[config.mk]
export PLATFORM = sky130hd
export DESIGN_NAME = dbu_mem_loader_flat
export DESIGN_NICKNAME = d
export VERILOG_FILES = /design/src/rtl/dbu_mem_loader_if.sv /design/src/rtl/dbu_mem_loader.sv /design/src/flat_wrapper.sv
export SDC_FILE = /design/constraint.sdc
export NUM_CORES = 1
export LEC_CHECK = 0
export BUFFER_PORTS_ARGS = -buffer_cell sky130_fd_sc_hd__buf_2
export CAP_MARGIN = 20
export CORE_MARGIN = 2
export CORE_UTILIZATION = 25
export CTS_BUF_LIST = sky130_fd_sc_hd__clkbuf_16
export CTS_CLUSTER_DIAMETER = 30
export DETAILED_ROUTE_END_ITERATION = 8
export PLACE_DENSITY_LB_ADDON = 0.2
export SYNTH_ARGS = -nofsm -noshare
export SYNTH_HDL_FRONTEND = slang
export SYNTH_SLANG_ARGS = --single-unit
export TNS_END_PERCENT = 30
[constraint.sdc]
create_clock -name clk -period 1.8 [get_ports clk]
set_input_delay 0.18 -clock clk [delete_from_list [all_inputs] [get_ports clk]]
set_output_delay 0.18 -clock clk [all_outputs]
set_load 0.02 [all_outputs]
[src/rtl/dbu_mem_loader_if.sv]
// Byte-stream handshake and memory debug write port for the debug memory loader.
// The slave modport is the loader's view; the master modport is the byte source / memory side.
interface dbu_mem_loader_if #(
  parameter int ADDR_WIDTH = 8,
  parameter int DATA_WIDTH = 32
);
  logic                  in_valid;
  logic [7:0]            in_data;
  logic                  in_ready;
  logic                  mem_we;
  logic [ADDR_WIDTH-1:0] mem_a;
  logic [DATA_WIDTH-1:0] mem_d;

  modport master (
    output in_valid, in_data,
    input  in_ready, mem_we, mem_a, mem_d
  );

  modport slave (
    input  in_valid, in_data,
    output in_ready, mem_we, mem_a, mem_d
  );
endinterface

[src/rtl/dbu_mem_loader.sv]
// Debug memory loader: assembles a little-endian byte stream into words and writes them
// at consecutive addresses from a base while holding the CPU.
module dbu_mem_loader #(
  parameter int ADDR_WIDTH = 8,
  parameter int DATA_WIDTH = 32
) (
  input  logic                  clk,
  input  logic                  rst,
  input  logic                  start,
  input  logic                  abort,
  input  logic [ADDR_WIDTH-1:0] base_a,
  input  logic [ADDR_WIDTH-1:0] len,
  dbu_mem_loader_if.slave       bus,
  output logic                  cpu_hold,
  output logic                  busy,
  output logic                  done,
  output logic [ADDR_WIDTH-1:0] cnt
);
  localparam int BYTES = DATA_WIDTH / 8;
  localparam int IDX_W = (BYTES > 1) ? $clog2(BYTES) : 1;

  typedef enum logic [1:0] {IDLE, RECV, WRITE, DONE} state_t;

  state_t                state_q, state_d;
  logic [ADDR_WIDTH-1:0] base_q, base_d;
  logic [ADDR_WIDTH-1:0] len_q, len_d;
  logic [ADDR_WIDTH-1:0] cnt_q, cnt_d;
  logic [ADDR_WIDTH-1:0] cnt_inc;
  logic [DATA_WIDTH-1:0] word_q, word_d;
  logic [IDX_W-1:0]      idx_q, idx_d;

  always_ff @(posedge clk) begin
    if (rst) begin
      state_q <= IDLE;
      base_q  <= '0;
      len_q   <= '0;
      cnt_q   <= '0;
      word_q  <= '0;
      idx_q   <= '0;
    end else begin
      state_q <= state_d;
      base_q  <= base_d;
      len_q   <= len_d;
      cnt_q   <= cnt_d;
      word_q  <= word_d;
      idx_q   <= idx_d;
    end
  end

  assign cnt_inc   = cnt_q + 1'b1;
  assign bus.mem_a = base_q + cnt_q;
  assign bus.mem_d = word_q;
  assign busy      = (state_q != IDLE);
  assign cnt       = cnt_q;

  always_comb begin
    state_d      = state_q;
    base_d       = base_q;
    len_d        = len_q;
    cnt_d        = cnt_q;
    word_d       = word_q;
    idx_d        = idx_q;
    bus.in_ready = 1'b0;
    bus.mem_we   = 1'b0;
    cpu_hold     = 1'b0;
    done         = 1'b0;

    unique case (state_q)
      IDLE: begin
        // start takes priority over abort here; abort alone is a no-op
        if (start) begin
          base_d  = base_a;
          len_d   = len;
          cnt_d   = '0;
          idx_d   = '0;
          word_d  = '0;
          state_d = (len == '0) ? DONE : RECV;
        end
      end
      RECV: begin
        cpu_hold     = 1'b1;
        bus.in_ready = !abort;
        if (abort) begin
          word_d  = '0;
          idx_d   = '0;
          state_d = IDLE;
        end else if (bus.in_valid) begin
          word_d[{idx_q, 3'b000} +: 8] = bus.in_data;
          if (idx_q == IDX_W'(BYTES - 1)) begin
            idx_d   = '0;
            state_d = WRITE;
          end else begin
            idx_d = idx_q + 1'b1;
          end
        end
      end
      WRITE: begin
        cpu_hold = 1'b1;
        if (abort) begin
          word_d  = '0;
          idx_d   = '0;
          state_d = IDLE;
        end else begin
          bus.mem_we = 1'b1;
          cnt_d      = cnt_inc;
          state_d    = (cnt_inc == len_q) ? DONE : RECV;
        end
      end
      DONE: begin
        cpu_hold = 1'b1;
        done     = !abort;
        if (abort) begin
          word_d = '0;
          idx_d  = '0;
        end
        state_d = IDLE;
      end
      default: state_d = IDLE;
    endcase
  end
endmodule

[src/flat_wrapper.sv]
// flat-port wrapper written by rule: the top's interface ports become plain ports
module dbu_mem_loader_flat 
#(
  parameter int ADDR_WIDTH = 8,
  parameter int DATA_WIDTH = 32
)
  (clk, rst, start, abort, base_a, len, cpu_hold, busy, done, cnt, bus_in_valid, bus_in_data, bus_in_ready, bus_mem_we, bus_mem_a, bus_mem_d);
  dbu_mem_loader_if #(.ADDR_WIDTH(ADDR_WIDTH), .DATA_WIDTH(DATA_WIDTH)) bus_i ();
  input  logic clk;
  input  logic rst;
  input  logic start;
  input  logic abort;
  input  logic [ADDR_WIDTH-1:0] base_a;
  input  logic [ADDR_WIDTH-1:0] len;
  output logic cpu_hold;
  output logic busy;
  output logic done;
  output logic [ADDR_WIDTH-1:0] cnt;
  input wire logic [$bits(bus_i.in_valid)-1:0] bus_in_valid;
  input wire logic [$bits(bus_i.in_data)-1:0] bus_in_data;
  output wire logic [$bits(bus_i.in_ready)-1:0] bus_in_ready;
  output wire logic [$bits(bus_i.mem_we)-1:0] bus_mem_we;
  output wire logic [$bits(bus_i.mem_a)-1:0] bus_mem_a;
  output wire logic [$bits(bus_i.mem_d)-1:0] bus_mem_d;
  assign bus_i.in_valid = bus_in_valid;
  assign bus_i.in_data = bus_in_data;
  assign bus_in_ready = bus_i.in_ready;
  assign bus_mem_we = bus_i.mem_we;
  assign bus_mem_a = bus_i.mem_a;
  assign bus_mem_d = bus_i.mem_d;
  dbu_mem_loader #(.ADDR_WIDTH(ADDR_WIDTH), .DATA_WIDTH(DATA_WIDTH)) u_core (.clk(clk), .rst(rst), .start(start), .abort(abort), .base_a(base_a), .len(len), .bus(bus_i), .cpu_hold(cpu_hold), .busy(busy), .done(done), .cnt(cnt));
endmodule
==> impl_metrics.py <==
metrics = {
    "setup_path": {
        "worstSetupEndpointType": "output port",
        "crit_arrival_ns": 2.00,
        "path_max_fanout": 2,
        "crit_type": "flop to output port",
        "worstPathRequired_ns": 1.62,
        "start_kind": "flop",
        "rrSetupSlack_ns": 0.14,
    },
    "sta": {
        "worst_pin_slew_ns": 0.3392,
        "layout_setup_ws_ns": -0.3799,
        "post-route-period-util": 1.211,
        "fmax_mhz": 458.7,
        "finalCriticalPeriod_ns": 2.180,
        "maxSlewViolCount": 0,
        "maxSlewHeadroom": 0.7714,
        "hold_viol": 0,
        "rsz0062_at_grt": "true",
        "setup_violations": 5,
        "finClkSkew_ns": 0.006110,
    },
    "run_status": {
        "status": "finished, violations left",
        "failed_checks": "setup timing",
    },
    "clock_network": {
        "clockRootBuffer": "clkbuf_16",
        "clock_sinks": 60,
        "clkSlewWorstSetupHoldPaths_ns": 0.05,
        "cts_max_level": 3,
        "cts_buffer_depth": 2,
        "clk_latency_ns": 0.33,
        "cts_inserted_buffers": 9,
        "tritoncts": "done",
    },
    "synthesis": {
        "yosys.area.top_type": "dfxtp_1",
        "synth_top_area_share": 0.3949,
        "synthTopCellsByArea": "dfxtp_1 (39%), a21oi_1 (10%), nand2b_1 (7.2%)",
        "netlist_area_mm2": 0.003042,
        "synthCells": 375,
        "yosysWarnings": 0,
        "ys_types": 42,
        "async_flop_share": 0,
        "synth_nets": 419,
        "synth_edf_count": 0,
        "avgSynthCellArea_um2": 8.111,
        "synth_seq_area_share": 0.3949,
        "synth_ff_type": "dfxtp_1",
        "ys_ff_latch": 60,
    },
    "global_routing": {
        "grt_max_degree": 49,
        "grt_antenna_before_repair": 0,
        "grt_pass1_vias": 2712,
        "grt_pass1_wl_um": 13690,
        "grt-ovfl-total": 0,
        "grt.total_usage": 0.1337,
    },
    "cells_and_area": {
        "multi_input_area_mm2": 0.001803,
        "layout.cells.non_filler": 638,
        "final_common_cell": "buf_2",
        "layout-drive-gt1-share": 0.3259,
        "area_growth_pct": 40.60,
        "fin_util": 0.3575,
        "seq_area_mm2": 0.001215,
        "antennaDiodeCount": 0,
        "num-fill-cells": 1265,
        "mostFrequentLayoutCells": "buf_2 (76), a21oi_1 (63), dfxtp_1 (53)",
        "final_nets": 530,
    },
    "power": {
        "ir_drop_v": 0.0003247,
        "p_per_area_mw_per_mm2": 802.5,
        "p_switching_mw": 0.8410,
        "seqPwrFrac": 0.400,
        "p_int_mw": 2.591,
        "total_power_mw": 3.432,
        "switching_share": 0.2450,
        "p_leak_nw": 1.863,
        "power_frac_comb": 0.121,
        "p_clk_frac": 0.479,
    },
    "die": {
        "initial_core_util": 0.2543,
        "rows": 40,
        "fp.dieW_um": 114.3,
        "die_y_um": 114.3,
        "placeableCoreArea_mm2": 0.01196,
        "die-area_mm2": 0.01306,
        "pin_count": 82,
    },
    "placed_design": {
        "portBuffers": 81,
        "place_inst": 620,
        "gp_congestion": 0.7685,
        "place_hpwl_um": 6138,
    },
    "detailed_routing": {
        "wirelength_um": 8380,
        "drt-pass1-iter-count": 4,
        "ant_nets": 0,
        "drt_iter0_drc": 200,
        "wire_per_inst_um": 13.13,
        "drc_errors": 0,
        "vias_per_cell": 4.571,
        "vias": 2916,
    },
    "job": {
        "max_cap_violations": 0,
    },
    "worst_hold_path": {
        "hp-class": "primary input to flop",
    },
}
-- metrics by stage --
step           hold WS [ns]  setup slack, ns  instance area [µm²]  TNS [ns]
4_1_cts             0.08511          -0.4158                 4219    -1.261
3_3_place_gp         0.4214          -0.1358                 3897   -0.2797
2_1_floorplan        0.3160         -0.04432                 3098  -0.04432
3_5_place_dp         0.4287          -0.1926                 3897   -0.3966
6_report            0.09299          -0.3799                 4277    -1.243
5_1_grt             0.09382          -0.4769                 4277    -1.773
-- logic make-up after synthesis --
family | after synthesis | share of synthesized area
compound gates | 84 | 0.1489
simple gates | 170 | 0.3011
buf+inv | 29 | 0.04196
fa+ha+maj | 15 | 0.06417
flops | 60 | 0.3949
xor+xnor | 17 | 0.04895
-- power by group through the flow --
stage	Combinational, mW	Sequential (mW)	Clock [mW]
floorplan	0.236	1.41	0
detailed placement	0.403	1.40	0
finish	0.415	1.37	1.64
global placement	0.401	1.40	0
CTS	0.410	1.37	1.69
global route	0.456	1.38	1.75
-- sequential cells by signal, indices dropped and copies added, names as in the netlist --
name              cells
u_core.bus.mem_d     32
u_core.cnt            8
u_core.state_q        2
u_core.idx_q          2
u_core.len_q          8
u_core.base_q         8
-- critical path, stage by stage (launching register included) --
cell      delay [ns]
dfxtp_4         0.35
ha_4            0.16
inv_2           0.05
fa_2            0.19
nor2b_1         0.05
o21ai_1         0.15
a21boi_1        0.10
or4_1           0.42
nand3_2         0.10
buf_6           0.11
-- repair_timing --
item | CTS | global route
setup buffers | 1 | 1
resized for setup | 10 | 13
hold buffers | 0 | 0
pin swaps | 4 | 5
setup endpoints to repair | 5 | 24
-- cells in the mapped netlist, types with 2 or more instances --
cell type,number
nor4_1,2
clkbuf_1,14
a211oi_1,2
dfxtp_1,60
ha_1,14
nor2_1,22
buf_6,2
nor4b_4,2
a21o_1,4
nand4_1,2
nor3b_1,2
or3_1,3
nand3_1,38
nor3_1,8
xnor2_1,14
nand3b_1,3
nand2b_1,35
xor2_1,3
nand2_1,43
o21ai_0,8
a21oi_1,63
inv_1,11
-- final timing paths --
kind,end,cells after the start,startpoint
max,bus_mem_a[6],9,u_core.cnt[0]$_SDFFE_PP0P_
min,u_core.base_q[5]$_SDFFE_PP0P_,3,base_a[5]
min reg2reg,u_core.base_q[5]$_SDFFE_PP0P_,2,u_core.base_q[5]$_SDFFE_PP0P_
max reg2reg,u_core.state_q[1]$_SDFFE_PP0P_,7,u_core.cnt[0]$_SDFFE_PP0P_
-- routing by layer --
metal / global-route usage / vias to the layer above / wire (µm)
li1: - / 1510 / -
met2: 0.2163 / 64 / 3990
met5: 0 / - / 0
met1: 0.1719 / 1333 / 3958
met3: 0.03017 / 9 / 312
met4: 0.05610 / 0 / 119
-- area by class of cell --
type	instances	share of cell area
flip-flops and latches	60	0.2841
inverters	12	0.01229
clock buffers	9	0.05266
clock inverters	7	0.01404
repair buffers	117	0.1723
well taps	147	0.04301
multi-input cells	286	0.4216
Note: power is estimated with default switching activity, not from simulation.
